<file path="config.mk">
export PLATFORM = sky130hd
export DESIGN_NAME = bitrev_result_drain
export DESIGN_NICKNAME = d
export VERILOG_FILES = /design/src/rtl/bitrev_result_drain.sv
export SDC_FILE = /design/constraint.sdc
export NUM_CORES = 1
export LEC_CHECK = 0
export ABC_AREA = 1
export BUFFER_PORTS_ARGS = -buffer_cell sky130_fd_sc_hd__buf_4
export CORE_UTILIZATION = 50
export CTS_CLUSTER_SIZE = 12
export DETAILED_ROUTE_END_ITERATION = 12
export GPL_TIMING_DRIVEN = 0
export HOLD_SLACK_MARGIN = 0.06
export PLACE_DENSITY = 0.68
export SYNTH_ARGS = -nofsm -noshare
export SYNTH_HDL_FRONTEND = slang
export SYNTH_SLANG_ARGS = --single-unit
</file>
<file path="constraint.sdc">
create_clock -name clk -period 3.75 [get_ports clk]
set_input_delay 0.375 -clock clk [delete_from_list [all_inputs] [get_ports clk]]
set_output_delay 0.375 -clock clk [all_outputs]
set_load 0.01 [all_outputs]
</file>
<file path="src/rtl/bitrev_result_drain.sv">
// bitrev_result_drain
//   Pulls a job's result words out of the bit-reversal accelerator and streams
//   them to the bus side. After arm_i the block waits for done_flag_i. It then
//   issues read_o pulses and captures each returned word READ_LAT cycles later
//   into a small FIFO. A valid/ready stream drains the FIFO.
//
// Ports
//   clk, reset       rising-edge clock; asynchronous active-high reset
//   arm_i, len_i     start pulse and job length (1..MAX_WORDS, else ignored)
//   done_flag_i      accelerator results ready (level)
//   dout_i, read_o   accelerator result word / read request pulse
//   m_tdata_o, m_tvalid_o, m_tready_i, m_tlast_o   output stream
//   busy_o           a job is in progress (FSM not idle)
//   job_done_o       pulse when the job's last word is popped
//   dbg_state_o      current FSM state, for observation only
//
// Stream handshake: a word transfers in every cycle where m_tvalid_o and
// m_tready_i are both 1. Once m_tvalid_o rises it stays high, and m_tdata_o and
// m_tlast_o hold steady, until that transfer happens.
module bitrev_result_drain #(
    parameter int DATA_W    = 32,
    parameter int DEPTH     = 8,
    parameter int MAX_WORDS = 16,
    parameter int READ_LAT  = 1
) (
    input  logic                           clk,
    input  logic                           reset,
    input  logic                           arm_i,
    input  logic [$clog2(MAX_WORDS+1)-1:0] len_i,
    input  logic                           done_flag_i,
    input  logic [DATA_W-1:0]              dout_i,
    output logic                           read_o,
    output logic [DATA_W-1:0]              m_tdata_o,
    output logic                           m_tvalid_o,
    input  logic                           m_tready_i,
    output logic                           m_tlast_o,
    output logic                           busy_o,
    output logic                           job_done_o,
    output logic [1:0]                     dbg_state_o
);

    localparam int CW = $clog2(MAX_WORDS + 1);
    localparam int FW = $clog2(DEPTH + 1);
    localparam int AW = $clog2(DEPTH);

    typedef enum logic [1:0] {
        S_IDLE      = 2'd0,
        S_WAIT_DONE = 2'd1,
        S_DRAIN     = 2'd2,
        S_FLUSH     = 2'd3
    } state_t;

    state_t              r_state;
    state_t              w_state_nxt;
    logic [CW-1:0]       r_len;
    logic [CW-1:0]       r_issued;
    logic [CW-1:0]       r_cap_idx;
    logic [READ_LAT-1:0] r_pipe;
    logic [FW-1:0]       r_inflight;
    logic [AW-1:0]       r_wr_ptr;
    logic [AW-1:0]       r_rd_ptr;
    logic [FW-1:0]       r_count;
    logic [DATA_W-1:0]   r_mem  [DEPTH];
    logic                r_last [DEPTH];

    logic                w_arm_accept;
    logic                w_read;
    logic                w_capture;
    logic                w_valid;
    logic                w_pop;
    logic                w_last_pop;
    logic                w_job_done;
    logic [FW:0]         w_credit;

    assign w_arm_accept = (r_state == S_IDLE) && arm_i &&
                          (len_i != '0) && (len_i <= CW'(MAX_WORDS));

    // Words already stored plus words still in the latency pipe. Reading only
    // while this is below DEPTH guarantees every capture finds a free slot.
    assign w_credit   = {1'b0, r_count} + {1'b0, r_inflight};
    assign w_read     = (r_state == S_DRAIN) && (r_issued < r_len) &&
                        (w_credit < (FW+1)'(DEPTH));
    assign w_capture  = r_pipe[READ_LAT-1];
    assign w_valid    = (r_count != '0);
    assign w_pop      = w_valid && m_tready_i;
    assign w_last_pop = w_pop && r_last[r_rd_ptr];

    always_comb begin
        w_state_nxt = r_state;
        w_job_done  = 1'b0;
        case (r_state)
            S_IDLE: begin
                if (w_arm_accept) w_state_nxt = S_WAIT_DONE;
            end
            S_WAIT_DONE: begin
                if (done_flag_i) w_state_nxt = S_DRAIN;
            end
            S_DRAIN: begin
                if (w_read && ((r_issued + CW'(1)) == r_len)) w_state_nxt = S_FLUSH;
            end
            S_FLUSH: begin
                if ((r_inflight == '0) && w_last_pop) begin
                    w_state_nxt = S_IDLE;
                    w_job_done  = 1'b1;
                end
            end
            default: w_state_nxt = S_IDLE;
        endcase
    end

    always_ff @(posedge clk or posedge reset) begin
        if (reset) begin
            r_state    <= S_IDLE;
            r_len      <= '0;
            r_issued   <= '0;
            r_cap_idx  <= '0;
            r_pipe     <= '0;
            r_inflight <= '0;
            r_wr_ptr   <= '0;
            r_rd_ptr   <= '0;
            r_count    <= '0;
        end else begin
            r_state <= w_state_nxt;

            if (w_arm_accept) begin
                r_len     <= len_i;
                r_issued  <= '0;
                r_cap_idx <= '0;
            end else begin
                if (w_read)    r_issued  <= r_issued + CW'(1);
                if (w_capture) r_cap_idx <= r_cap_idx + CW'(1);
            end

            // Valid shift pipe: a 1 emerges at the top exactly when the
            // matching word is present on dout_i.
            r_pipe[0] <= w_read;
            for (int i = 1; i < READ_LAT; i++) begin
                r_pipe[i] <= r_pipe[i-1];
            end
            r_inflight <= r_inflight + FW'(w_read) - FW'(w_capture);

            if (w_capture) r_wr_ptr <= r_wr_ptr + AW'(1);
            if (w_pop)     r_rd_ptr <= r_rd_ptr + AW'(1);

            case ({w_capture, w_pop})
                2'b10:   r_count <= r_count + FW'(1);
                2'b01:   r_count <= r_count - FW'(1);
                default: r_count <= r_count;
            endcase
        end
    end

    // Storage needs no reset; the count gates everything read out of it.
    always_ff @(posedge clk) begin
        if (w_capture) begin
            r_mem[r_wr_ptr]  <= dout_i;
            r_last[r_wr_ptr] <= (r_cap_idx == (r_len - CW'(1)));
        end
    end

    assign read_o      = w_read;
    assign m_tvalid_o  = w_valid;
    assign m_tdata_o   = w_valid ? r_mem[r_rd_ptr] : '0;
    assign m_tlast_o   = w_valid && r_last[r_rd_ptr];
    assign busy_o      = (r_state != S_IDLE);
    assign job_done_o  = w_job_done;
    assign dbg_state_o = r_state;

endmodule

</file>
; ---- Word-level counts from Yosys, hierarchy flattened
; Memories as Yosys holds them, arrays and structs flattened.
; Cells that the tools add are included.
[word_totals]
regBits = 32
latch_bits = 0
ram_bits = 264
mem_bits_ro = 0
in_bits = 42
out_inout_bits = 39
wordCells = 69
memories = 2
[classes]
n_addsub = 10
n_mul = 0
n_div = 0
magnitude_cmp = 3
n_eq_ne = 11
shifts = 0
mux = 15
bitwise = 0
reduce_logical = 19
[mem_list]
columns = memory, depth, word_bits, read_ports, rd_clocked_by_memory_dff, wr, line
row1 = r_mem, 8, 32, 1, 0, 1, 63  ; logic [DATA_W-1:0] r_mem [DEPTH];
row2 = r_last, 8, 1, 1, 0, 1, 64  ; logic r_last [DEPTH];
[op_table]
columns = cell, n
row1 = $mux W32, 1
row2 = $mux W5, 4
row3 = $add A5 B1 Y5 const B, 2
row4 = $eq A5 B5 Y1, 2
row5 = $logic_and A1 B1 Y1, 10
row6 = $mux W2, 4
row7 = $pmux W2 S4, 1
row8 = $pmux W4 S2, 1
row9 = $reduce_bool A2 Y1, 4
row10 = $add A3 B1 Y3 const B, 2
row11 = $eq A2 B2 Y1 const B, 3
row12 = $ne A2 B2 Y1 const B, 3
row13 = $add A4 B4 Y5, 1
row14 = $le A5 B5 Y1 const B, 1
row15 = $lt A5 B4 Y1 const B, 1
row16 = $lt A5 B5 Y1, 1
row17 = $reduce_bool A5 Y1, 1
row18 = $sub A5 B1 Y5 const B, 1
row19 = $add A4 B1 Y4, 1
row20 = $add A4 B1 Y4 const B, 1
row21 = $eq A2 B1 Y1 const B, 2
row22 = $logic_not A4 Y1, 1
row23 = $mux W1, 4
row24 = $reduce_and A4 Y1, 1
row25 = 5 further kinds, 5

; ---- Longest topological paths before layout
[logic_depth]
word_depth = 6
depth_mapped = 14
depth_no_buf = 14

; ---- Worst setup path after synthesis
; OpenSTA, ideal clock, no wires.
[synth_timing]
kind = register to register
from = register r_pipe
to = memory r_last[0] (enable)
setup_time_ns = 0.423
arrival_ns = 2.310
path_slack_ns = 1.017
stages_incl_launch_ff = 5
n_path_buf = 1
synth_period_minus_slack_ns = 2.733
cell_sequence = dfrtp_1 clkbuf_2 inv_1 or2_2 nor2_1
[synth_via]
elab_chain_len = 2
[synth_rtl]
columns = item, line
row1 = start: declaration, 58  ; logic [READ_LAT-1:0] r_pipe;
row2 = start signal: indexed assignment, 138  ; r_pipe[i] <= r_pipe[i-1];
row3 = $mux W1, 155  ; if (w_capture) begin
row4 = $mux W1 (implied by the code), 157  ; r_last[r_wr_ptr] <= (r_cap_idx == (r_len - CW'(1)));
row5 = end: declaration, 64
; Every way passes these cells.

; ---- Worst setup path in the final report
[layout_timing]
from = register r_rd_ptr[0]
to = output m_tdata_o[0]
[layout_via]
elab_chain_len = 2
[layout_rtl]
columns = item, line
row1 = start: declaration, 61  ; logic [AW-1:0] r_rd_ptr;
row2 = start signal: assignment, 143  ; if (w_pop) r_rd_ptr <= r_rd_ptr + AW'(1);
row3 = $mem_v2 Z8 W32, --
row4 = $mux W32, 163  ; assign m_tdata_o = w_valid ? r_mem[r_rd_ptr] : '0;
row5 = end: declaration, 33  ; output logic [DATA_W-1:0] m_tdata_o,
; Every way passes these cells.

==> summary.txt <==
Run status
  • Status: complete, no violations

STA
  • Sum Neg Setup Slack: 0 ns
  • Layout Skew: 0.00808 ns
  • Final min period: 2.90 ns
  • Final period util: 0.774
  • Hold Fails Final Rpt: 0
  • Worst-margin pin slew: 0.775 ns
  • RSZ-0062 raised after global routing: no
  • Rel. slew slack: 0.479
  • Final Max Tran Viols: 0
  • Final worst-path setup slack: 0.846 ns
  • Fin Hold WS: 0.0799 ns
  • Fmax: 344 MHz
  • Final setup vio count: 0

Detailed routing
  • DR vias: 8442
  • Via density: 5.47
  • Initial DRC count: 562
  • Drt pass-1 iters: 5
  • Final wirelength: 28.6 mm
  • Drt drc: 0
  • ANT nets after route: 0
  • WL per Instance: 18.5 um

Power
  • Sw Ratio: 0.372
  • Maximum vdd drop: 0.000423 V
  • Clk pwr share: 0.238
  • Overall power: 11.7 mW
  • Sequential fraction of design power: 0.351
  • Leakage: 5.50 nW
  • Gate power share: 0.410
  • Cell internal pwr: 7.36 mW
  • Sw power: 4.37 mW
  • PwrDens: 784 mW/mm2

Final layout
  • Most frequent cells in the layout: edfxtp_1, nor2_1, o21ai_0
  • Ant. Diodes: 0
  • Layout cells sized above 1: 0.148
  • Layout fillers: 1926
  • Multi-input combinational cell area: 0.00327 mm2
  • Final Core Density: 0.614
  • Nets@finish: 1265
  • Commonest non-fill, non-tap cell in the layout: edfxtp_1
  • Synthesis-to-layout area growth: 20.2%
  • Sequential cell area: 0.00873 mm2

GRT
  • GRT Util Overall: 0.227
  • Gr ovfl total: 0
  • Vias in the first global route: 8133
  • Met1 Track Usage GR: 0.311
  • Met2 Resource Use GR: 0.372
  • Grt peak-use layer: met2
  • First-pass GRT wire length: 44.5 mm
  • Initial antenna violation count: 0
  • GR Util met3: 0.0291
  • Largest net degree at the start of global routing: 33

Logic synthesis
  • Sequential element share of the synthesized area: 0.700
  • Area share of the largest cell type after synthesis: 0.636
  • Number of synthesized flops with an enable pin: 264
  • Register bit total from synthesis: 296
  • Synth warnings: 0
  • Synth area leaders: edfxtp_1, dfrtp_1, nor2_1, o21ai_0, ha_1
  • Mapped Nets: 1112
  • Post-synthesis cell type count: 36
  • Syn Inst Count: 1042
  • Synthesized area per cell: 12.0 um2
  • Mapped Area: 0.0125 mm2
  • Dominant cell type by area after synthesis: edfxtp_1
  • Post-synth top flop: edfxtp_1
  • Post-synth ARST share: 0.108

Clock network
  • H-Tree Level Count: 1
  • Clock transition at path regs: 0.06 ns
  • Root Buffer: clkbuf_16
  • CTS tree: done
  • PostCTS Resize Cnt: 0
  • Clk sinks: 296
  • Worst skew pair latency: 0.55 ns
  • CTS max path bufs: 3
  • CTS buffer count: 30

Critical path
  • Top cell by count, worst path: buf_6
  • Worst-path fanout max: 10
  • Startpoint Class: flip-flop
  • Worst path bufs/invs: 5
  • Slowest stage delay, CP: 0.41 ns
  • Arrival time of the worst setup path: 2.53 ns
  • Slowest CP cell: dfrtp_1
  • Crit path capture type: output pin
  • Cell Chain, Critical Path: buf_6 -> inv_4 -> buf_6 -> buf_2 -> nor2_1 -> o22ai_1 -> o21ai_0 -> a31oi_1 -> buf_4
  • Required time of the critical path: 3.38 ns
  • CP Class: reg -> out
  • CP delay by family, top: buffers and inverters

Floorplan
  • Die Wd: 160 um
  • Initial Utilization: 0.511
  • Row Count: 57
  • Die Ht: 160 um
  • I/O Pins: 81
  • Die ar.: 0.0256 mm2
  • Core area: 0.0244 mm2

Place
  • Place WS: 1.23 ns
  • Placer Congestion: 0.788
  • Port Buffers: 80
  • Hpwl dp: 18.3 mm

Worst hold path
  • Hold Path Class: in -> reg

Flow run
  • Max-cap viol count: 0
-- what timing repair did --
| item | 4_1_cts | 5_1_grt |
|---|---|---|
| hold endpoints to repair | 226 | 17 |
| hold buffers | 31 | 1 |
| setup endpoints to repair | 0 | 0 |
| buffers inserted | 0 | 0 |
-- registers in the layout, summed over array words and instances, names as in the netlist, 3 cells and up --
register / count
r_rd_ptr: 3
r_wr_ptr: 3
r_len: 5
r_last: 8
r_count: 4
r_inflight: 4
r_cap_idx: 5
r_mem: 256
r_issued: 5
-- per-stage QoR --
| step | instances | cell area [um2] |
|---|---|---|
| 2_1_floorplan | 1042 | 12500 |
| 6_report | 1543 | 15000 |
| 3_3_place_gp | 1446 | 13500 |
| 5_1_grt | 1543 | 15000 |
| 3_5_place_dp | 1454 | 13700 |
| 4_1_cts | 1541 | 14900 |
-- power by group through the flow --
stage                     logic, mW  clock network [mW]  registers [mW]
final                          4.82                2.80            4.12
after global placement         4.62                   0            4.19
after floorplan                2.94                   0            4.14
after global routing           5.34                2.96            4.15
after CTS                      4.84                2.83            4.12
after detailed placement       4.79                   0            4.18
-- cell usage after synthesis (2+ instances only) --
cell type  instances
ha_1              26
clkbuf_1          23
inv_1             61
o22ai_1           32
buf_1              2
o21ai_1           27
nand3b_1           2
buf_4              5
xnor2_1            7
inv_2              2
buf_6              4
or2_2              3
nand2_1           75
nand4_1            8
a31oi_1           33
nor2_1           209
edfxtp_1         264
nand2_2            4
nand3_1           24
buf_2             20
xor2_1             9
dfrtp_1           32
nor3_1             4
o21ai_0          147
a21oi_1            7
fa_1               2
-- cell families (layout without fill, tap and decap cells) --
logic type,Yosys count,after routing,synth area share
xor+xnor,16,16,0.0112
compound gates,251,251,0.109
simple gates,332,332,0.108
flops,296,296,0.700
fa+ha+maj,28,28,0.0293
buf+inv,119,296,0.0421
-- worst register-to-register path: stages (launching register included) --
cell and delay (ns):
dfrtp_1 0.42, nor2_1 0.15, nand3_2 0.23, nand2_1 0.25, inv_1 0.13, ha_1 0.26
ha_1 0.34, a21oi_1 0.13, nand2_1 0.08, a21oi_1 0.11, o21ai_0 0.12, xnor2_1 0.14
-- layout make-up --
class | instances | area share
buffer | 55 | 0.0188
clock buffer | 50 | 0.0579
clock inverter | 6 | 0.00359
inverter | 64 | 0.0162
multi-input combinational | 627 | 0.219
sequential | 296 | 0.583
tap | 324 | 0.0271
timing repair buffer | 121 | 0.0747
-- final timing paths --
kind	start	to	slack, ns	cells after the start
setup / recovery	r_rd_ptr[0]	m_tdata_o[0]	0.85	9
hold / removal	dout_i[27]	r_mem[0][27]	0.08	1
setup reg to reg	r_count[2]	r_count[3]	1.29	11
hold reg to reg	r_len[1]	r_len[1]	0.50	2
max in group asynchronous	reset	r_count[1]	2.87	4
min in group asynchronous	reset	r_inflight[1]	0.41	3
-- per-layer routing --
layer	routed length (um)	part of all wire	vias to the layer above
li1	-	-	4021
met1	12300	0.43	4054
met5	0	0	-
met2	13600	0.47	302
met4	886	0.031	0
met3	1850	0.065	65
(Power assumes the default switching activity.)
